<file path="src/rtl/ma_filter_param_if.sv">
// Valid/ready sample stream bundle shared by the filter input and output.
// Ports: valid/data flow master -> slave, ready flows slave -> master.
// A beat transfers on a clock edge where valid && ready.
interface ma_filter_param_if #(
  parameter int DATA_W = 16
);
  logic                     valid;
  logic                     ready;
  logic signed [DATA_W-1:0] data;

  modport master (output valid, output data, input ready);
  modport slave  (input valid, input data, output ready);
endinterface

</file>
<file path="src/rtl/ma_filter_param.sv">
// Recursive moving-average filter over a 2**LOG2_N window with full-precision running sum.
// Latency: 1 cycle from input accept to out_if.valid carrying the new average.
// Backpressure: in_if.ready drops when the output register is full and not draining, or on flush.
// Ports: clk, reset (sync, active-high), flush (sync history clear), in_if (slave stream x[n]),
//        out_if (master stream y[n]), warm (window filled since last reset/flush).
module ma_filter_param #(
  parameter int DATA_W = 16,
  parameter int LOG2_N = 3,
  parameter int ROUND  = 0
) (
  input  logic                  clk,
  input  logic                  reset,
  input  logic                  flush,
  ma_filter_param_if.slave      in_if,
  ma_filter_param_if.master     out_if,
  output logic                  warm
);

  localparam int N     = 1 << LOG2_N;
  localparam int ACC_W = DATA_W + LOG2_N;
  localparam int EXT_W = ACC_W + 1;
  // Half an LSB of the output, added before the shift when rounding is enabled.
  localparam logic signed [EXT_W-1:0] RND_ADD = EXT_W'((ROUND != 0) ? (1 << (LOG2_N - 1)) : 0);

  logic signed [DATA_W-1:0] hist_q [N];

  logic [LOG2_N-1:0]        wptr_q, wptr_d;
  logic [LOG2_N:0]          fill_q, fill_d;     // saturates at N, so the MSB alone means "full"
  logic signed [ACC_W-1:0]  acc_q, acc_d;
  logic                     out_vld_q, out_vld_d;
  logic signed [DATA_W-1:0] out_dat_q, out_dat_d;

  logic                     accept;
  logic                     full;
  logic signed [DATA_W-1:0] oldest;
  logic signed [EXT_W-1:0]  sum_ext;
  logic signed [EXT_W-1:0]  y_ext;

  assign full         = fill_q[LOG2_N];
  assign in_if.ready  = !flush && (!out_vld_q || out_if.ready);
  assign accept       = in_if.valid && in_if.ready;
  assign out_if.valid = out_vld_q;
  assign out_if.data  = out_dat_q;
  assign warm         = full;

  // Until the window has been filled once, the slot under the pointer holds
  // stale data from before reset/flush, so the departing sample is taken as 0.
  assign oldest  = full ? hist_q[wptr_q] : '0;
  assign sum_ext = EXT_W'(acc_q) + EXT_W'(in_if.data) - EXT_W'(oldest);
  assign y_ext   = (sum_ext + RND_ADD) >>> LOG2_N;

  always_comb begin
    acc_d     = acc_q;
    wptr_d    = wptr_q;
    fill_d    = fill_q;
    out_vld_d = out_vld_q;
    out_dat_d = out_dat_q;
    if (accept) begin
      acc_d     = ACC_W'(sum_ext);
      wptr_d    = wptr_q + 1'b1;
      out_vld_d = 1'b1;
      out_dat_d = DATA_W'(y_ext);
      if (!full) begin
        fill_d = fill_q + 1'b1;
      end
    end else if (out_if.ready) begin
      out_vld_d = 1'b0;
    end
  end

  always_ff @(posedge clk) begin
    if (reset || flush) begin
      acc_q     <= '0;
      wptr_q    <= '0;
      fill_q    <= '0;
      out_vld_q <= 1'b0;
      out_dat_q <= '0;
    end else begin
      acc_q     <= acc_d;
      wptr_q    <= wptr_d;
      fill_q    <= fill_d;
      out_vld_q <= out_vld_d;
      out_dat_q <= out_dat_d;
    end
  end

  // History is deliberately not cleared; the fill count masks stale entries.
  always_ff @(posedge clk) begin
    if (accept) begin
      hist_q[wptr_q] <= in_if.data;
    end
  end

endmodule

</file>
<file path="src/flat_wrapper.sv">
// flat-port wrapper written by rule: the top's interface ports become plain ports
module ma_filter_param_flat 
#(
  parameter int DATA_W = 16,
  parameter int LOG2_N = 3,
  parameter int ROUND  = 0
)
  (clk, reset, flush, warm, in_if_valid, in_if_data, in_if_ready, out_if_valid, out_if_data, out_if_ready);
  ma_filter_param_if #(.DATA_W(DATA_W)) in_if_i ();
  ma_filter_param_if #(.DATA_W(DATA_W)) out_if_i ();
  input  logic clk;
  input  logic reset;
  input  logic flush;
  output logic warm;
  input wire logic [$bits(in_if_i.valid)-1:0] in_if_valid;
  input wire logic [$bits(in_if_i.data)-1:0] in_if_data;
  output wire logic [$bits(in_if_i.ready)-1:0] in_if_ready;
  output wire logic [$bits(out_if_i.valid)-1:0] out_if_valid;
  output wire logic [$bits(out_if_i.data)-1:0] out_if_data;
  input wire logic [$bits(out_if_i.ready)-1:0] out_if_ready;
  assign in_if_i.valid = in_if_valid;
  assign in_if_i.data = in_if_data;
  assign in_if_ready = in_if_i.ready;
  assign out_if_valid = out_if_i.valid;
  assign out_if_data = out_if_i.data;
  assign out_if_i.ready = out_if_ready;
  ma_filter_param #(.DATA_W(DATA_W), .LOG2_N(LOG2_N), .ROUND(ROUND)) u_core (.clk(clk), .reset(reset), .flush(flush), .in_if(in_if_i), .out_if(out_if_i), .warm(warm));
endmodule
</file>
<file path="config.mk">
export PLATFORM = sky130hd
export DESIGN_NAME = ma_filter_param_flat
export DESIGN_NICKNAME = d
export VERILOG_FILES = /design/src/rtl/ma_filter_param_if.sv /design/src/rtl/ma_filter_param.sv /design/src/flat_wrapper.sv
export SDC_FILE = /design/constraint.sdc
export NUM_CORES = 1
export LEC_CHECK = 0
export ABC_CLOCK_PERIOD_IN_PS = 5000
export BUFFER_PORTS_ARGS = -buffer_cell sky130_fd_sc_hd__buf_2
export CORE_UTILIZATION = 42
export CTS_CLUSTER_DIAMETER = 50
export CTS_CLUSTER_SIZE = 8
export DETAILED_ROUTE_END_ITERATION = 6
export PLACE_DENSITY = 0.58
export REMOVE_ABC_BUFFERS = 1
export SYNTH_ARGS = -nofsm -noshare
export SYNTH_HDL_FRONTEND = slang
export SYNTH_SLANG_ARGS = --single-unit
</file>
<file path="constraint.sdc">
create_clock -name clk -period 5 [get_ports clk]
set_input_delay 0.5 -clock clk [delete_from_list [all_inputs] [get_ports clk]]
set_output_delay 0.5 -clock clk [all_outputs]
set_load 0.02 [all_outputs]
</file>
## Yosys cells after proc, flatten, opt, wreduce, memory -nomap -nowiden

Memories as Yosys holds them, arrays and structs flattened. A register that Yosys moved wholly into a read port is not among the register bits.
Index checks and enable logic that the tools add are counted.

| storage, ports and cells | value |
|---|---|
| output and inout port bits | 19 |
| bits in latches | 0 |
| bits in registers | 43 |
| ROM bits | 0 |
| input port bits | 21 |
| RAM bits | 128 |
| word-level logic and storage cells | 28 |
| memories | 1 |

| cells by class | value |
|---|---|
| mux-type cells | 8 |
| bitwise gates (word level) | 1 |
| reductions and logical operators | 8 |
| div/mod/pow operators | 0 |
| multipliers | 0 |
| shift operators | 0 |
| add/subtract/negate cells | 4 |
| equality and inequality tests | 0 |
| $lt $le $gt $ge | 0 |

Memory list:

| name | words | width | read ports | clocked after Yosys merged registers in | wr ports | RTL line | text |
|---|---|---|---|---|---|---|---|
| u_core.hist_q | 8 | 16 | 1 | 1 | 1 | ma_filter_param.sv:25 | `logic signed [DATA_W-1:0] hist_q [N];` |

Operator list:

| cell | number |
|---|---|
| $add A19 B16 Y19 | 1 |
| $sub A19 B16 Y19 | 1 |
| $mux W16 | 1 |
| $mux W3 | 2 |
| $add A4 B1 Y4 const B | 1 |
| $mux W1 | 4 |
| $mux W4 | 1 |
| $add A3 B1 Y3 const B | 1 |
| $logic_and A1 B1 Y1 | 2 |
| $logic_not A1 Y1 | 2 |
| $logic_or A1 B1 Y1 | 2 |
| $reduce_and A2 Y1 | 1 |
| $reduce_bool A2 Y1 | 1 |
| $not A1 Y1 | 1 |

## Logic depth before layout (Yosys ltp)

Gate-level depths: netlist (run 1).

| depth | value |
|---|---|
| depth after elaboration | 6 |
| gate-level depth with buffers | 15 |
| gate-level depth less buffers | 13 |

## Least setup slack after synthesis (run 1)

Ideal clock, no wire load.

| path | value |
|---|---|
| path type | register -> register |
| from | register (tool-made name) |
| to | register u_core.out_dat_q[13], in the netlist u_core.out_if.data[13] |
| stages on the path, launching flop included | 15 |
| data arrival time | 3,638 ps |
| path slack | 1,240 ps |
| required time | 4,878 ps |
| setup time | 122 ps |
| cells stage by stage | dfxtp_1 clkbuf_1 buf_2 mux4_2 mux2i_1 nor2b_1 fa_1 inv_1 fa_1 a211oi_2 nor4_4 o31ai_2 nor3_2 mux2i_1 a311o_1 |

RTL lines:

| item | RTL line | text |
|---|---|---|
| end signal: assignment | ma_filter_param.sv:83 | `out_dat_q <= out_dat_d;` |
| end: declaration | ma_filter_param.sv:31 | `logic signed [DATA_W-1:0] out_dat_q, out_dat_d;` |

==> summary.txt, run 1 <==
Status
  • Status: finished clean

Worst setup path
  • Setup slack, reg-to-reg: 760 ps
  • Worst setup EP type: register
  • R2R cell count: 13
  • Worst-path fanout max: 17
  • Crit-path max cell delay: 740 ps
  • Cell family with most CP delay: multiplexers
  • Crit start category: register
  • Critical path data arrival time: 4600 ps
  • Worst Path Required: approximately 5400 ps
  • Cell Chain, Critical Path: buf_12 -> mux4_2 -> mux2i_1 -> nor2b_1 -> fa_1 -> inv_1 -> ha_1 -> nand2_1 -> o21ai_0 -> nor4_1 -> nor2_1 -> o211ai_1 -> mux2i_1
  • CP max-delay cell: dfxtp_2
  • Reg2Reg Capture Point: u_core.acc_q[18]$_SDFFE_PP0P_
  • Crit path buffers/inverters: 2
  • CP Class: register to register
  • CP dominant cell by count: mux2i_1

Drt
  • DR vias: approximately 4500
  • Drt wl/cell: 19.0 um
  • DRC: 0
  • Iteration-0 DRC count of the detailed router: around 380
  • Antenna-violating nets left: 0
  • Vias per cell: 5.37
  • Detailed Routing Iterations Pass 1: 5
  • Final wirelength: 16100 um

Timing
  • Final period utilization: 84.8%
  • Highest Clock Rate: 0.236 GHz
  • Shortest period the worst path allows: about 4200 ps
  • Worst slew margin: around 46%
  • Final Hold Violating Endpoints: 0
  • Final setup fails: 0
  • Setup_tns: 0 ps
  • Final Skew: 13.8 ps
  • Unrepaired setup endpoints after global routing: no
  • Slew Limit Fails: 0
  • Slew @ Worst Pin: roughly 800 ps

Clocking
  • Post-CTS sizing: 0
  • Num CTS Buffers: 17
  • Clk Latency, worst-skew pair: 420 ps
  • CTS tree: done
  • CTS Sinks: 158
  • Post-CTS setup repair buffer count: 0
  • CTS Hold Buffers Added: 0
  • Max H-tree Level: 4
  • Root Buffer: clkbuf_16
  • CTS clk-pin slew, worst paths: 70 ps
  • Clock buffer depth: 2

Hold path
  • Worst hold start: in_if_valid
  • Hold Path End: u_core.out_if.valid$_SDFFE_PP0P_
  • Hold/Removal Path Class: input pin to register
  • Hold Path Depth: 3

Power
  • Clock Power Share: 40.9%
  • Pint: 2260 uW
  • Sw Pwr: 755 uW
  • Max VDD drop: 233 uV
  • P_leak: 0.00312 uW
  • PwrDens: 347 nW/um^2
  • Switching part of the total power: 25.0%
  • Comb pwr share: ~11%
  • Part of the power in registers: 48.0%

Final layout
  • Layout cells sized above 1: 21.7%
  • Antenna diode count: 0
  • Layout Nets: ~670
  • Layout Area Growth over Synthesis: 12.9%
  • Fill cells: 1538
  • Final instance area: a little under 9000 sq um

Yosys
  • Share of the synthesized area in the top cell type: 49.9%
  • Mean Syn Cell Area: ~14 sq um
  • Most common cell in the netlist: edfxtp_1
  • Register area share after synthesis: between 50% and 60%
  • Synth Cell Area: a little under 8000 sq um
  • Top_reg_cell synth: edfxtp_1
  • Synth cell count leaders: edfxtp_1, inv_1, nand2_1, mux4_2, dfxtp_1
  • Flops & latches, synth: 158
  • Yosys Warn Count: 0
  • Largest area contributor in the netlist: edfxtp_1
  • Post-Syn Instances: 570
  • Dominant cells by area after synthesis: edfxtp_1, mux4_2, dfxtp_1
  • EDFF count, synth: approximately 130
  • Synth unique cells: 60
  • Fraction of registers with async set/reset: 0%

Floorplanning
  • Die ar.: about 19000 sq um
  • Core area: around 18000 sq um
  • Die height: around 140 um
  • Starting density of the core: 42.9%
  • Die width: 137 um
  • Cell row count: 49
  • # IOs: 40

Global route
  • GRT overflow: 0
  • Largest net degree at the start of global routing: 33
  • Antenna violations before repair: 0
  • Vias in the first global route: 4405
  • Tot GR Track Use: 18.5%
  • First-pass GRT wire length: between 20000 and 25000 um

Placed design
  • Routability cong.: 0.847
  • PortBufs: 39
  • Post-DP HPWL: 10800 um
  • Cell Area, Placed: 8130 sq um

Run
  • Max_cap viols: 0
==> logic make-up (layout without fill, tap and decap cells) <==
kind of cell    Yosys count  count (layout)  share of synthesized area, %
mux                      50              50                          11.7
flops                   158             158                          57.7
buf+inv                 107             154                          6.06
fa+ha+maj                40              40                          8.25
xor+xnor                 15              15                          1.71
simple gates            124             124                          8.17
compound gates           76              76                          6.40
==> per-stage QoR <==
step,power [uW],setup WS (ps),util (%),instances,hold slack [ps]
detailed placement,1810,760,45.3,814,454
global route,3140,488,48.4,846,308
global placement,1800,773,45.3,814,445
CTS,3040,742,48.4,846,298
finish,3020,759,48.4,846,309
floorplan,1710,477,-,533,436
==> final cells by class <==
cell class | count | area (sq um) | share of cell area (%)
clock buffers | 18 | 429 | 4.93
repair buffers | 52 | 305 | 3.51
multi-input cells | 305 | 2830 | 32.6
clock inverters | 14 | 136 | 1.57
well taps | 229 | 287 | 3.29
flip-flops and latches | 158 | 4450 | 51.1
inverters | 70 | 263 | 3.02
==> worst max path at each step <==
stage	start	end	slack [ps]	depth (start not counted)
global route	register	u_core.acc_q[18]$_SDFFE_PP0P_	490	13
global placement	register	u_core.acc_q[18]$_SDFFE_PP0P_	770	13
finish	register	u_core.acc_q[18]$_SDFFE_PP0P_	760	13
floorplan	register	u_core.out_if.data[13]$_SDFFE_PP0P_	480	12
detailed placement	register	u_core.out_if.data[10]$_SDFFE_PP0P_	760	13
CTS	register	u_core.out_if.data[10]$_SDFFE_PP0P_	740	13
==> layer usage <==
metal	part of all wire, %	wire length [um]	vias up	track usage, %
li1	-	-	2117	-
met1	46	7430	2302	25.5
met2	48	7730	108	29.3
met3	4.8	770	13	4.12
met4	1.1	170	0	5.31
met5	0	0	-	0
==> power groups by stage <==
stage                     clock network, uW  registers, uW  logic [uW]
final                                  1230           1450         333
after global placement                    0           1480         329
after floorplan                           0           1480         228
after detailed placement                  0           1480         332
after CTS                              1260           1450         334
after global routing                   1320           1450         371
==> flip-flops by register name (all words and copies together) (netlist names), named ones only <==
register / flops
u_core.acc_q: 4
u_core.fill_q: 4
u_core.hist_q: 128
u_core.out_if.data: 15
u_core.out_if.valid: 1
u_core.wptr_q: 3
==> placed cells by master, fill, tap and decap left out, types with 3 or more instances in the layout <==
| master | instances |
|---|---|
| edfxtp_1 | 128 |
| inv_1 | 70 |
| nand2_1 | 41 |
| buf_2 | 39 |
| mux4_2 | 32 |
| dfxtp_1 | 29 |
| a21oi_1 | 28 |
| nor2_1 | 25 |
| ha_1 | 22 |
| fa_1 | 18 |
| nor2b_1 | 17 |
| clkbuf_16 | 17 |
| mux2i_1 | 16 |
| o21ai_0 | 12 |
| buf_4 | 12 |
| xnor2_1 | 9 |
| nand3_1 | 7 |
| xor2_1 | 6 |
| nor3_1 | 6 |
| clkinv_4 | 5 |
| and3_1 | 4 |
| o21ai_1 | 4 |
| nor3b_2 | 3 |
| nor3_2 | 3 |
| a21o_1 | 3 |
| a221oi_1 | 3 |
| or3_1 | 3 |
| o211ai_1 | 3 |
| clkinv_2 | 3 |
==> worst min-delay path, stage by stage <==
cell	delay (ps)
buf_2	90
nor2_1	40
nor2_1	70
Note: power is estimated with default switching activity, not from simulation.
==> inputs of run 2 (changes only) <==
--- a/config.mk
+++ b/config.mk
@@ -5,7 +5,8 @@
 export SDC_FILE = /design/constraint.sdc
 export NUM_CORES = 1
 export LEC_CHECK = 0
-export ABC_CLOCK_PERIOD_IN_PS = 5000
+export ABC_AREA = 1
+export ABC_CLOCK_PERIOD_IN_PS = 4400
 export BUFFER_PORTS_ARGS = -buffer_cell sky130_fd_sc_hd__buf_2
 export CORE_UTILIZATION = 42
 export CTS_CLUSTER_DIAMETER = 50
==> constraint.sdc (replaced) <==
create_clock -name clk -period 4.4 [get_ports clk]
set_input_delay 0.44 -clock clk [delete_from_list [all_inputs] [get_ports clk]]
set_output_delay 0.44 -clock clk [all_outputs]
set_load 0.02 [all_outputs]
==> run 2 against run 1 <==
Effect of this change: critical endpoint is now u_core.out_if.data[13]$_SDFFE_PP0P_; largest cell class unchanged; clock skew shrank 5.4 ps; register-to-register slack gained 320 ps; setup slack gained 320 ps; first-iteration DRC count shrank 23%; maximum frequency grew 28%.
==> summary.txt, run 2 <==
Status
  • Status: finished clean

Final layout
  • Commonest non-fill, non-tap cell in the layout: nor2_1
  • Most frequent cells in the layout: nor2_1, edfxtp_1, inv_1
  • Layout Nets: ~890
  • Post-Layout Cell Count: 1077
  • Most flops, register: u_core.hist_q
  • Max FFs per register: 128
  • Layout Area Growth over Synthesis: 11.3%
  • Antenna diode count: 0
  • Layout cells sized above 1: 14.0%
  • Final instance area: 8910 sq um

Worst setup path
  • CP Class: register to register
  • Worst Path Required: 4720 ps
  • Crit start category: register
  • Worst setup EP type: register
  • Cell family with most CP delay: simple AND/OR/NAND/NOR gates
  • Cell Chain, Critical Path: inv_4 -> nor2_1 -> o32ai_1 -> o21ai_0 -> nor2_1 -> fa_1 -> inv_1 -> ha_1 -> nand2_1 -> inv_1 -> a21oi_1 -> nor2_1 -> nor2_1 -> nand2_1 -> nand2_1 -> nand3_1 -> nand2_1 -> inv_1
  • Crit-path max cell delay: between 400 and 500 ps
  • Critical path data arrival time: between 3000 and 4000 ps
  • Worst-path fanout max: 62
  • CP max-delay cell: inv_4
  • Crit path buffers/inverters: 4

Floorplanning
  • # IOs: 40
  • Die ar.: roughly 20000 sq um
  • Starting density of the core: a little over two fifths
  • Cell row count: 50
  • Die height: 140 um
  • Core area: 18700 sq um
  • Die width: between 100 and 150 um

Yosys
  • Synth unique cells: 36
  • Synth cell count leaders: nor2_1, edfxtp_1, inv_1, nand2_1, o21ai_0
  • Fraction of registers with async set/reset: 0%
  • Dominant cells by area after synthesis: edfxtp_1, dfxtp_1, nor2_1
  • Mean Syn Cell Area: 9.94 sq um
  • Most common cell in the netlist: nor2_1
  • Post-Syn Instances: 806
  • Yosys Warn Count: 0
  • Top_reg_cell synth: edfxtp_1
  • Synth Cell Area: 8010 sq um
  • EDFF count, synth: 128
  • Share of the synthesized area in the top cell type: between 40 and 50%
  • Flops & latches, synth: 158
  • Register area share after synthesis: 55.5%
  • Largest area contributor in the netlist: edfxtp_1

Power
  • P_leak: 0.00358 uW
  • PwrDens: 393 nW/um^2
  • Max VDD drop: ~270 uV

Drt
  • Detailed Routing Iterations Pass 1: 5
  • DR vias: roughly 5500
  • Iteration-0 DRC count of the detailed router: about 300
  • Vias per cell: 5.14
  • DRC: 0
  • Antenna-violating nets left: 0
  • Drt wl/cell: 16.6 um
  • Final wirelength: between 15000 and 20000 um

Clocking
  • CTS Hold Buffers Added: 0
  • Root Buffer: clkbuf_16
  • CTS Sinks: 158
  • Max H-tree Level: 4
  • Num CTS Buffers: 17
  • Post-CTS setup repair buffer count: 0
  • Clock buffer depth: 2
  • Post-CTS sizing: 0
  • CTS tree: done
  • CTS clk-pin slew, worst paths: approximately 60 ps
  • Clk Latency, worst-skew pair: 420 ps

Timing
  • Final period utilization: 75.4%
  • Highest Clock Rate: 0.302 GHz
  • Final setup fails: 0
  • Shortest period the worst path allows: 3320 ps
  • Final Skew: around 8.4 ps
  • Setup_tns: 0 ps
  • Slew @ Worst Pin: 1210 ps
  • Slew Limit Fails: 0
  • Fin Hold WS: around 260 ps
  • Worst slew margin: 19.3%
  • Unrepaired setup endpoints after global routing: no
  • Final Hold Violating Endpoints: 0
  • Setup WS post-layout: 1080 ps

Global route
  • First-pass GRT wire length: 28700 um
  • Largest net degree at the start of global routing: 65
  • Tot GR Track Use: 19.5%
  • Antenna violations before repair: 0
  • Vias in the first global route: 5316
  • GRT overflow: 0

Placed design
  • Pre-CTS WS: ~1100 ps
  • Post-DP HPWL: 11900 um
  • Cell Area, Placed: 8330 sq um
  • Routability cong.: 0.807
  • Post-Place Cells: 1046
  • PortBufs: 39

Run
  • Max_cap viols: 0

Hold path
  • Hold/Removal Path Class: input pin to register
## run 2: cell count changes after synthesis, moves of 8 or more
cell	change
nand3_1	+16
nor2b_1	-17
mux2i_1	-14
o21ai_0	+43
inv_1	+42
o32ai_1	+30
nor2_1	+135
buf_4	+8
nand2_1	+49
mux4_2	-32
## run 2: worst paths after layout
check | start | endpoint | slack [ps] | cells past startpoint
worst max-delay path | register | u_core.out_if.data[13]$_SDFFE_PP0P_ | 1080 | 18
worst min register to register | u_core.fill_q[1]$_SDFFE_PP0P_ | u_core.fill_q[1]$_SDFFE_PP0P_ | 470 | 2
worst min-delay path | in_if_valid | u_core.out_if.valid$_SDFFE_PP0P_ | 260 | 3
worst max register to register | register | u_core.out_if.data[13]$_SDFFE_PP0P_ | 1080 | 18
## run 2: stage by stage
| stage | total power (uW) | utilization (%) |
|---|---|---|
| global placement | 2080 | 44.5 |
| floorplan | 1960 | - |
| finish | 3500 | 47.6 |
| detailed placement | 2080 | 44.5 |
| global route | 3650 | 47.6 |
| CTS | 3530 | 47.6 |
## run 2: routing by layer
metal | vias up | share of wire, % | track usage (%)
li1 | 2719 | - | -
met1 | 2674 | 50 | 27.7
met2 | 119 | 45 | 29.7
met3 | 20 | 4.1 | 4.00
met4 | 0 | 1.8 | 6.59
met5 | - | 0 | 0
## run 2: final cells by class
class	count	area, sq um
repair buffers	52	305
multi-input cells	483	2830
well taps	234	293
clock buffers	21	440
inverters	119	454
fillers	1700	9790
clock inverters	10	140
flip-flops and latches	158	4450
## run 2: cells by family after synthesis
logic type	after synthesis	synth area share, %
AO/OA/AOI/OAI	135	10.4
XOR/XNOR	11	1.20
adder cells (fa/ha/maj)	40	7.94
buffers and inverters	165	9.36
flip-flops	158	55.5
multiplexers	2	0.250
AND/OR/NAND/NOR	295	15.4
## run 2: power breakdown
part           switching [uW]  total (uW)  internal (uW)  leakage (uW)
Combinational             269         405            136       0.00192
Sequential               10.0        1640           1630       0.00140
Clock                     569        1460            888      0.000263
## run 2: worst register-to-register path: cells and delay by family (launching register included)
kind / cells / cell delay [ps]
adder cells (fa/ha/maj): 2 / 720
flip-flops: 1 / 380
AO/OA/AOI/OAI: 3 / 680
AND/OR/NAND/NOR: 9 / 790
buffers and inverters: 4 / 660
